==> src/rtl/video_src_switch_pkg.sv <==
// Shared definitions for the video source switch: FSM state encoding,
// sync-polarity helpers and the per-source slice macro for packed streams.
`ifndef VIDEO_SRC_SWITCH_PKG_SV
`define VIDEO_SRC_SWITCH_PKG_SV

`define VID_SLICE(idx, w) ((idx)*(w)) +: (w)

package vid_switch_pkg;

  typedef enum logic [1:0] {
    ST_RUN     = 2'd0,
    ST_WAIT_VS = 2'd1,
    ST_MUTE    = 2'd2
  } sw_state_t;

  localparam int MUTE_CNT_W = 4;

  // Inactive level of a sync signal whose active level is pol.
  function automatic logic sync_idle(input logic pol);
    return ~pol;
  endfunction

endpackage

`endif

==> src/rtl/video_src_switch_vs_edge_det.sv <==
// Multi-lane sync leading-edge detector: flags lanes that are active now
// but were inactive on the previous clock.
module vs_edge_det
  import vid_switch_pkg::*;
#(
  parameter int WIDTH  = 4,
  parameter bit VS_POL = 1'b1
) (
  input  logic             clk,
  input  logic             rst,
  input  logic [WIDTH-1:0] vs,
  output logic [WIDTH-1:0] lead
);

  localparam logic [WIDTH-1:0] POLV = {WIDTH{VS_POL}};

  logic [WIDTH-1:0] vs_p0;

  // Stage p0: previous-cycle sync levels, cleared to the inactive level
  always_ff @(posedge clk) begin
    if (rst) begin
      vs_p0 <= {WIDTH{sync_idle(VS_POL)}};
    end else begin
      vs_p0 <= vs;
    end
  end

  assign lead = ~(vs ^ POLV) & (vs_p0 ^ POLV);

endmodule

==> src/rtl/video_src_switch.sv <==
// N-input video stream selector; source changes take effect only on a VS
// leading edge of the target, optionally followed by muted frames.
module video_src_switch
  import vid_switch_pkg::*;
#(
  parameter int                NUM_SRC      = 4,
  parameter int                DATA_W       = 24,
  parameter int                SEL_W        = 4,
  parameter int                DEFAULT_SEL  = 0,
  parameter bit                HS_POL       = 1'b1,
  parameter bit                VS_POL       = 1'b1,
  parameter int                MUTE_FRAMES  = 1,
  parameter logic [DATA_W-1:0] MUTE_COLOR   = '0,
  parameter int                WAIT_TIMEOUT = 2000000
) (
  input  logic                      clk,
  input  logic                      rst,
  input  logic [NUM_SRC-1:0]        in_hs,
  input  logic [NUM_SRC-1:0]        in_vs,
  input  logic [NUM_SRC-1:0]        in_de,
  input  logic [NUM_SRC*DATA_W-1:0] in_data,
  input  logic [SEL_W-1:0]          sel_req,
  output logic                      vout_hs,
  output logic                      vout_vs,
  output logic                      vout_de,
  output logic [DATA_W-1:0]         vout_data,
  output logic [SEL_W-1:0]          cur_sel,
  output logic                      busy,
  output logic                      switch_done,
  output logic                      timeout,
  output logic                      sel_err,
  output logic [15:0]               frame_cnt
);

  localparam int                    TMR_W     = $clog2(WAIT_TIMEOUT + 1);
  localparam logic [TMR_W-1:0]      TMR_LAST  = TMR_W'(WAIT_TIMEOUT - 1);
  localparam logic [SEL_W:0]        NUM_SRC_X = (SEL_W + 1)'(NUM_SRC);
  localparam logic [MUTE_CNT_W-1:0] MUTE_LOAD = MUTE_CNT_W'(MUTE_FRAMES);

  sw_state_t              state, state_nx;
  logic [SEL_W-1:0]       tgt, tgt_nx, cur_sel_nx;
  logic [TMR_W-1:0]       timer, timer_nx;
  logic [MUTE_CNT_W-1:0]  mute_cnt, mute_nx;
  logic                   switch_nx, timeout_nx;
  logic                   sel_valid, sel_inv_p0;

  logic [NUM_SRC-1:0]     src_lead;
  logic                   out_lead;
  logic                   cur_lead, tgt_lead;
  logic                   sel_hs, sel_vs, sel_de;
  logic [DATA_W-1:0]      sel_data;

  vs_edge_det #(
    .WIDTH  (NUM_SRC),
    .VS_POL (VS_POL)
  ) u_src_edge (
    .clk  (clk),
    .rst  (rst),
    .vs   (in_vs),
    .lead (src_lead)
  );

  // Same detector on the registered output stream drives the frame counter
  vs_edge_det #(
    .WIDTH  (1),
    .VS_POL (VS_POL)
  ) u_out_edge (
    .clk  (clk),
    .rst  (rst),
    .vs   (vout_vs),
    .lead (out_lead)
  );

  assign sel_valid = {1'b0, sel_req} < NUM_SRC_X;
  assign busy      = (state != ST_RUN);

  always_comb begin
    sel_hs   = sync_idle(HS_POL);
    sel_vs   = sync_idle(VS_POL);
    sel_de   = 1'b0;
    sel_data = '0;
    cur_lead = 1'b0;
    tgt_lead = 1'b0;
    for (int i = 0; i < NUM_SRC; i++) begin
      if (cur_sel == SEL_W'(i)) begin
        sel_hs   = in_hs[i];
        sel_vs   = in_vs[i];
        sel_de   = in_de[i];
        sel_data = in_data[`VID_SLICE(i, DATA_W)];
        cur_lead = src_lead[i];
      end
      if (tgt == SEL_W'(i)) begin
        tgt_lead = src_lead[i];
      end
    end
  end

  always_comb begin
    state_nx   = state;
    tgt_nx     = tgt;
    timer_nx   = timer;
    mute_nx    = mute_cnt;
    cur_sel_nx = cur_sel;
    switch_nx  = 1'b0;
    timeout_nx = 1'b0;
    case (state)
      ST_RUN: begin
        if (sel_valid && (sel_req != cur_sel)) begin
          tgt_nx   = sel_req;
          timer_nx = '0;
          state_nx = ST_WAIT_VS;
        end
      end
      ST_WAIT_VS: begin
        if (sel_req == cur_sel) begin
          state_nx = ST_RUN;
        end else if (sel_valid && (sel_req != tgt)) begin
          tgt_nx   = sel_req;
          timer_nx = '0;
        end else if (tgt_lead || (timer == TMR_LAST)) begin
          // A real VS edge takes precedence; the watchdog only fires without one
          cur_sel_nx = tgt;
          switch_nx  = 1'b1;
          timeout_nx = ~tgt_lead;
          mute_nx    = MUTE_LOAD;
          state_nx   = (MUTE_FRAMES == 0) ? ST_RUN : ST_MUTE;
        end else begin
          timer_nx = timer + TMR_W'(1);
        end
      end
      ST_MUTE: begin
        if (cur_lead) begin
          if (mute_cnt <= MUTE_CNT_W'(1)) begin
            mute_nx  = '0;
            state_nx = ST_RUN;
          end else begin
            mute_nx = mute_cnt - MUTE_CNT_W'(1);
          end
        end
      end
      default: begin
        state_nx = ST_RUN;
      end
    endcase
  end

  always_ff @(posedge clk) begin
    if (rst) begin
      state       <= ST_RUN;
      cur_sel     <= SEL_W'(DEFAULT_SEL);
      tgt         <= SEL_W'(DEFAULT_SEL);
      timer       <= '0;
      mute_cnt    <= '0;
      switch_done <= 1'b0;
      timeout     <= 1'b0;
      sel_inv_p0  <= 1'b0;
      sel_err     <= 1'b0;
      frame_cnt   <= '0;
    end else begin
      state       <= state_nx;
      cur_sel     <= cur_sel_nx;
      tgt         <= tgt_nx;
      timer       <= timer_nx;
      mute_cnt    <= mute_nx;
      switch_done <= switch_nx;
      timeout     <= timeout_nx;
      sel_inv_p0  <= ~sel_valid;
      sel_err     <= ~sel_valid & ~sel_inv_p0;
      if (out_lead) begin
        frame_cnt <= frame_cnt + 16'd1;
      end
    end
  end

  // Output stage: one register from the selected source to the encoder
  always_ff @(posedge clk) begin
    if (rst) begin
      vout_hs   <= sync_idle(HS_POL);
      vout_vs   <= sync_idle(VS_POL);
      vout_de   <= 1'b0;
      vout_data <= '0;
    end else begin
      vout_hs   <= sel_hs;
      vout_vs   <= sel_vs;
      vout_de   <= sel_de;
      vout_data <= (state == ST_MUTE) ? MUTE_COLOR : sel_data;
    end
  end

endmodule

==> config.mk <==
export PLATFORM = sky130hd
export DESIGN_NAME = video_src_switch
export DESIGN_NICKNAME = d
export VERILOG_FILES = /design/src/rtl/video_src_switch_pkg.sv /design/src/rtl/video_src_switch_vs_edge_det.sv /design/src/rtl/video_src_switch.sv
export SDC_FILE = /design/constraint.sdc
export NUM_CORES = 1
export LEC_CHECK = 0
export CORE_MARGIN = 3
export CORE_UTILIZATION = 49
export CTS_BUF_LIST = sky130_fd_sc_hd__clkbuf_8
export DETAILED_ROUTE_END_ITERATION = 12
export PLACE_DENSITY = 0.88
export SLEW_MARGIN = 20
export SYNTH_ARGS = -nofsm -noshare
export SYNTH_HDL_FRONTEND = slang
export SYNTH_SLANG_ARGS = --single-unit
==> constraint.sdc <==
create_clock -name clk -period 4.7 [get_ports clk]
set_input_delay 0.94 -clock clk [delete_from_list [all_inputs] [get_ports clk]]
set_output_delay 0.94 -clock clk [all_outputs]
set_load 0.1 [all_outputs]
Word-level counts from Yosys, hierarchy flattened
Index checks and enable logic that the tools add are counted.
{ "totals": {"register_bits": 87, "latchBits": 0, "ram_bits": 0, "rom_bits": 0, "inputBits": 114, "out_inout_bits": 51, "wordCells": 121, "mem_count": 0} }
{ "classes": {"addsub": 3, "n_mul": 0, "div": 0, "order_cmp": 2, "eq_ne": 22, "shift": 0, "n_mux": 47, "n_bitwise": 14, "reduce_logical": 17} }
{ "ops": {"columns": ["cell", "n"], "rows": [
  ["2-to-1 mux 24 bit", 4],
  ["2-to-1 mux 21 bit", 4],
  ["case mux 21 bit (2 select lines)", 1],
  ["2-to-1 mux 4 bit", 8],
  ["adder 21 x 1 -> 21 bit, second input constant", 1],
  ["equality test 21 bit, second input constant", 1],
  ["2-to-1 mux 1 bit", 21],
  ["adder 16 x 1 -> 16 bit, second input constant", 1],
  ["equality test 4 x 2 -> 1 bit, second input constant", 4],
  ["case mux 4 bit (2 select lines)", 2],
  ["!= test 2 bit, second input constant", 7],
  ["2-to-1 mux 2 bit", 6],
  ["inverter 4 bit", 3],
  ["AND reduction 4 bit", 3],
  ["AND reduction 5 bit", 2],
  ["!= test 3 bit, second input constant", 3],
  ["equality test 4 x 1 -> 1 bit, second input constant", 2],
  ["logical NOT 4 bit", 2],
  ["!= test 4 bit", 2],
  ["inverter 1 bit", 8],
  ["case mux 2 bit (3 select lines)", 1],
  ["nonzero test 2 bit", 3],
  ["OR reduction 5 bit", 1],
  ["bitwise AND 4 bit", 1],
  ["12 further kinds", 14]
]} }

Depth between registers and ports, before layout
Gate-level depths: netlist (run 1).
{ "depth": {"ltp_word": 12, "depth_mapped": 9, "depth_no_buf": 7} }

Cells and area by module
A second synthesis (run 1) with hierarchy kept.
{ "unflattened": {"hier_cells": 479, "hier_area_um2": 4271.6} }
{ "by_module_without_submodules": {"columns": ["module", "instances", "cells_each", "area_each_um2"], "rows": [
  ["video_src_switch", 1, 464, 4083.9],
  ["vs_edge_det (u_src_edge)", 1, 12, 140.1],
  ["vs_edge_det (u_out_edge)", 1, 3, 47.5]
]} }

Least setup slack after synthesis (run 1)
No wires, ideal clock.
{ "synth_path": {"kind": "input to register", "startpoint": "input port in_vs[3]", "endpoint": "register timer[18]", "setup_ps": 70, "t_arrival_ps": 2543, "t_required_ps": 4630, "slack_ps": 2087, "path_stages": 6, "path_buffers": 0, "cell_sequence": "nor2b_1 -> mux4_2 -> a22oi_4 -> o311ai_4 -> or4_1 -> a21oi_1"} }
{ "synth_via": {"elab_chain_cells": 7} }
{ "synth_lines": {"columns": ["element", "line", "source"], "rows": [
  ["from (decl)", "video_src_switch.sv:19", "input logic [NUM_SRC-1:0] in_vs,"],
  ["inverter 4 bit (no line)", null, null],
  ["inverter 4 bit", "video_src_switch_vs_edge_det.sv:28", "assign lead = ~(vs ^ POLV) & (vs_p0 ^ POLV);"],
  ["bitwise AND 4 bit", "video_src_switch_vs_edge_det.sv:28", null],
  ["2-to-1 mux 1 bit", "video_src_switch.sv:92", "if (tgt == SEL_W'(i)) begin"],
  ["logical OR 1 bit", "video_src_switch.sv:120", "end else if (tgt_lead || (timer == TMR_LAST)) begin"],
  ["!= test 3 bit (no line)", null, null],
  ["AND reduction 4 bit (no line)", null, null],
  ["to (signal assigned)", "video_src_switch.sv:163", "timer <= timer_nx;"],
  ["to (decl)", "video_src_switch.sv:42", "logic [TMR_W-1:0] timer, timer_nx;"]
]} }
Every way passes these cells.
A chain may end at the register's enable or synchronous reset.

Worst setup path in the final report (run 1)
{ "layout_path": {"startpoint": "register state[1]", "endpoint": "output port busy"} }
{ "layout_via": {"elab_chain_cells": 1} }
{ "layout_lines": {"columns": ["element", "line", "source"], "rows": [
  ["from (decl)", "video_src_switch.sv:40", "sw_state_t state, state_nx;"],
  ["from (signal assigned)", "video_src_switch.sv:160", "state <= state_nx;"],
  ["nonzero test 2 bit", "video_src_switch.sv:75", "assign busy = (state != ST_RUN);"],
  ["to (decl)", "video_src_switch.sv:28", "output logic busy,"]
]} }
Every way passes these cells.

==> results.txt, run 1 <==
post-CTS setup buffer count = 0
Ys Warns = 0
CORE AREA = 0.00834 mm²
register bit total from synthesis = 87
Async SR Flop Fraction = 0%
post-synthesis compound-gate area fraction = 11.9%
Startpoint Class = flop
Achievable Freq = 320 MHz
RSZ-0062 raised after global routing = false
Final Cell Area = 0.00628 mm²
cts repair resizes = 0
share of cells above drive strength 1 = 10.0%
Syn Nets = 540
die width = 99.4 µm
Reg clk slew, reported paths = 0.09 ns
Hold Buf Count CTS = 0
vias per cell = 5.87
root buffer cell = clkbuf_8
simple-gate share of the synthesized area = 23.7%
DRC = 0
vias post-DR = 4072
Starting Density = 51.3%
H-Tree Depth = 3
outcome = complete, no violations
Cell Rows = 33
area grow syn2layout = 46.9%
TritonCTS buffer count = 9
Cell Area, Synth = 0.00428 mm²
Adder-Cell Fraction of Synth Area = 1.17%
TritonRoute pass-1 iters = 6
DP Area = 0.00601 mm²
post-synthesis mux area share = 16.4%
# port buffers = 164
WHS = 0.400 ns
fin crit period = 3.12 ns
GP Congestion = 0.884
initial drt markers = 145
critical path's slowest cell = clkdlybuf4s50_1
vias in the first global route = 4412
Fin. Hold Viols = 0
worst IR drop on VDD = 197 µV
first-pass GRT wire length = 22100 µm
Leakage = 0.00223 µW
Final setup viols = 0
worst setup margin = 1.58 ns
worst slew pin tran = 1.05 ns
GRT Residual Overflow = 0
Largest stage delay, worst path = 1.15 ns
routed length per instance = 19.7 µm
die area = 0.00989 mm²
unique cell type count in the Yosys netlist = 49
min-delay worst type = flop to flop
clk_skew = 0.0110 ns
Total GRT Usage = 28.4%
Setup CP Type = flop to output pin
nets@finish = 702
hpwl dp = 10500 µm
number of synthesized flops with an enable pin = 0
TritonCTS clock tree = built
clock sinks = 87
clock buffer depth = 2
Slew Limit Headroom = 30.0%
Crit path arrival time = 2.18 ns
post-synthesis xor/xnor area fraction = 4.09%
die height = 99.4 µm
post-synthesis sequential area ratio = 40.7%
CP max FO = 9
largest net degree at the start of global routing = 34
Finished Core Util = 75.3%
reported max-cap violation count = 0
Syn Inst Count = 422
Syn Area/Cell = 10.1 µm²
Antenna diodes = 0
setup_tns = 0 ns
dpl ws = 1.25 ns
Detail Route Antenna Nets = 0
Ports = 165
fin crit share = 66.5%
WP data required = 3.76 ns
Synth Flop Type = dfxtp_1
Worst setup EP type = output pin
pwr dens = 308 mW/mm²
CP cell instances = or2_2, clkdlybuf4s50_1
overall routed net length = 13600 µm
fin. max-slew vios = 0
largest family of logic cells by synthesized area = simple AND/OR/NAND/NOR gates
clock latency on the worst-skew pair = 0.36 ns
antenna violations before repair = 0
==> cells by family after synthesis <==
group,after synthesis
AND/OR/NAND/NOR,183
flip-flops,87
AO/OA/AOI/OAI,71
multiplexers,35
buffers and inverters,22
XOR/XNOR,20
adder cells (fa/ha/maj),4
==> final cells by class <==
cell class                      instances  area, µm²
Multi-Input combinational cell        313       2450
Sequential cell                        87       1740
Timing Repair Buffer                  168       1670
Clock inverter                          6        133
Tap cell                              105        131
Inverter                                5       18.8
Clock buffer                           10        138
Fill cell                             542       2060
==> critical path: cells and delay by family, from the launching register on <==
kind / cells / cell delay [ns]
DFF: 1 / 0.49
buffers and inverters: 1 / 1.15
and+or+nand+nor: 1 / 0.19
==> synth_stat cells (all sizes together) (2+ instances only) <==
cell type  number  area [µm²]
nand3          15        75.1
o21ai          20         100
nand2b          6        37.5
xor2           10        87.6
ha              4        50.1
a21oi          15        75.1
a211oi          2        15.0
mux4           28         631
nor2           34         128
xnor2          10        87.6
o211ai          4        30.0
a31o            2        17.5
and2            2        12.5
clkbuf         12        45.0
dfxtp          87        1740
inv             5        18.8
nor4            3        18.8
and3            7        43.8
o31ai           8        60.1
or3            14        87.6
nor2b          40         250
a31oi           6        37.5
nand4           8        50.1
and4b           2        20.0
and4            4        35.0
o21a            3        22.5
buf             5        25.0
nor3b           4        30.0
nor4b           4        41.3
nand2          29         109
mux2i           7        70.1
nor3            7        45.0
==> metal layers <==
metal	routed length, µm	up-vias	global-route usage [%]	share of wire [%]
met2	7590	173	54.4	56
met5	0	-	0	0
met4	537	0	12.6	3.9
li1	-	1882	-	-
met3	807	43	4.98	5.9
met1	4710	1974	30.0	35
==> cells in the final DEF, fill, tap and decap left out, types with 14 or more instances in the layout <==
cell type / n
nand3_1: 15
dfxtp_1: 86
nand2_1: 29
o21ai_0: 20
a21oi_1: 15
clkdlybuf4s50_1: 164
nor2_1: 34
or3_1: 14
nor2b_1: 40
mux4_2: 28
==> state kept, by name, summed over array words and instances (netlist names), 2 cells and up <==
register	flops
mute_cnt	4
tgt	4
timer	21
state	2
frame_cnt	16
cur_sel	4
vout_data	24
u_src_edge.vs_p0	4
==> where the power goes <==
| group | switching, µW | internal (µW) |
|---|---|---|
| Sequential | 19.6 | 765 |
| Combinational | 272 | 184 |
| Clock | 271 | 421 |
| Total | 562 | 1370 |
==> worst paths after layout <==
| kind | start | to | slack (ns) | cells past startpoint |
|---|---|---|---|---|
| hold reg to reg | sel_inv_p0 | sel_err | 0.40 | 1 |
| setup / recovery | state[1] | busy | 1.58 | 2 |
| setup reg to reg | cur_sel[0] | timer[6] | 2.17 | 6 |
| hold / removal | sel_inv_p0 | sel_err | 0.40 | 1 |
==> stage by stage <==
step           power (µW)  std cells
4_1_cts              1940        694
5_1_grt              1990        694
3_3_place_gp         1240        678
6_report             1930        694
2_1_floorplan        1080        422
3_5_place_dp         1250        678
Note: power is estimated with default switching activity, not from simulation.
==> inputs of run 2 (changes only) <==
- CORE_UTILIZATION: 49 -> 45
- PLACE_DENSITY: 0.88 -> 0.82
- clock period: 4.7 -> 3.3 ns (I/O delays scaled with it)
==> run 2 against run 1 <==
  * Core utilization down 7.1 points
  * Clock power barely moved
  * Combinational power grew 39%
  * Worst setup slack got worse by 0.90 ns
  * Flip-flop and latch count unchanged
  * Clock skew fell by 0.0038 ns
  * Global-route usage down 5.9 points
==> results.txt, run 2 (synthesis results as in run 1) <==
outcome = complete, no violations
CP max FO = 8 (-1)
RSZ-0062 raised after global routing = false
clock sinks = 87 (unchanged)
die width = 104 µm (+4.1%)
Total GRT Usage = 22.5% (-5.9 points)
WHS = 0.391 ns (-0.00953 ns)
Antenna diodes = 0 (unchanged)
Leakage = 0.00228 µW (+2.6%)
area grow syn2layout = 43.1%
nets@finish = 706 (+0.57%)
sequential cell area = 0.00174 mm² (unchanged)
Slew Limit Headroom = 42.2% (+12 points)
fill count = 692 (+28%)
DRC = 0 (unchanged)
antenna violations before repair = 0 (unchanged)
met2 WL = 6400 µm (-16%)
hpwl dp = 9790 µm (-6.8%)
clk_skew = 0.00727 ns (-0.00376 ns)
fin. max-slew vios = 0 (unchanged)
Crit path arrival time = 2.91 ns (+0.73 ns)
Starting Density = 47.7% (-3.6 points)
top sig layer = met4
power after layout = 2440 µW (+26%)
vias in the first global route = 3956 (-10%)
die height = 104 µm (+4.1%)
fin crit share = 79.5%
WP data required = 3.59 ns (-0.17 ns)
most common cell after layout, fill and taps aside = clkdlybuf4s50_1
worst IR drop on VDD = 204 µV (+3.5%)
Hold Buf Count CTS = 0 (unchanged)
Largest register FFs = 24 (unchanged)
GP Congestion = 0.926 (+4.7%)
H-Tree Depth = 3 (unchanged)
clock latency on the worst-skew pair = 0.36 ns (about the same)
reported max-cap violation count = 0 (unchanged)
Ports = 165 (unchanged)
top flop regs = vout_data x24, timer x21, frame_cnt x16
routed length per instance = 17.0 µm (-13%)
root buffer cell = clkbuf_8
CORE AREA = 0.00898 mm² (+7.6%)
TritonCTS clock tree = built
# port buffers = 164 (unchanged)
overall routed net length = 12200 µm (-10%)
vias post-DR = 3955 (-2.9%)
TritonRoute pass-1 iters = 5 (-1)
Worst setup EP type = flop
pwr dens = 399 mW/mm² (+30%)
cts repair resizes = 0 (unchanged)
TritonCTS buffer count = 9 (unchanged)
clock buffer depth = 2 (unchanged)
multi-input logic area = 0.00245 mm² (unchanged)
Final Cell Area = 0.00612 mm² (-2.6%)
Met3 Routed Length = 871 µm (+7.9%)
die area = 0.0107 mm² (+8.3%)
min-delay worst type = flop to flop
share of cells above drive strength 1 = 19.4% (+9.4 points)
GRT Residual Overflow = 0 (unchanged)
largest net degree at the start of global routing = 27 (-21%)
Achievable Freq = 381 MHz
Final setup viols = 0 (unchanged)
reg-to-reg slack, setup = 0.85 ns (-1.32 ns)
setup_tns = 0 ns (unchanged)
Setup CP Type = input pin to flop
Cell Rows = 34 (+3.0%)
Detail Route Antenna Nets = 0 (unchanged)
commonest non-fill, non-tap cells in the layout = 113 x clkdlybuf4s50_1, 86 x dfxtp_1, 59 x buf_4, 40 x nor2b_1, 34 x nor2_1
Startpoint Class = input pin
post-CTS setup buffer count = 0 (unchanged)
initial drt markers = 201 (+39%)
wl on met1 = 4670 µm (-0.81%)
Reg clk slew, reported paths = 0.09 ns (about the same)
vias per cell = 5.50 (-6.3%)
DP Area = 0.00594 mm² (-1.2%)
Fin. Hold Viols = 0 (unchanged)
worst slew pin tran = 0.867 ns (-0.180 ns)
Biggest register = vout_data
fin crit period = 2.62 ns
first-pass GRT wire length = 19600 µm (-11%)
[run 2: cell type report]
type / count / share of cell area, %
Tap cell: 126 / 2.58
Clock inverter: 6 / 0.695
Sequential cell: 87 / 28.5
Timing Repair Buffer: 172 / 25.7
Clock buffer: 10 / 2.25
Inverter: 5 / 0.307
Multi-Input combinational cell: 313 / 40.0
[run 2: power breakdown]
part / leakage [µW] / switching [µW] / internal (µW)
clock network: 0.0000891 / 396 / 297
logic: 0.00148 / 377 / 257
registers: 0.000712 / 27.1 / 1090
[run 2: metrics by stage]
step / setup slack, ns / utilization, % / cells
global route: 0.581 / 68.2 / 719
detailed placement: 0.329 / 66.2 / 703
floorplan: 0.712 / - / 422
finish: 0.676 / 68.2 / 719
global placement: 0.357 / 66.2 / 703
CTS: 0.687 / 68.2 / 719
[run 2: worst max-delay path: stages]
cell and delay (ns):
clkdlybuf4s50_1 0.44, nor2b_1 0.16, mux4_2 0.53, a22oi_4 0.34, buf_4 0.22, nor3_1 0.07, or3_1 0.36, a21oi_1 0.14
[run 2: worst paths after layout]
path                              endpoint        from  cells after the start
worst max-delay path             timer[13]    in_vs[3]                      8
worst min-delay path               sel_err  sel_inv_p0                      1
worst max register to register  cur_sel[3]    timer[0]                      8
worst min register to register     sel_err  sel_inv_p0                      1
[run 2: layer usage]
layer  track usage, %  vias to the layer above
li1                 -                     1895
met1             24.8                     1872
met2             41.6                      163
met3             6.03                       25
met4             8.07                        0
met5                0                        -
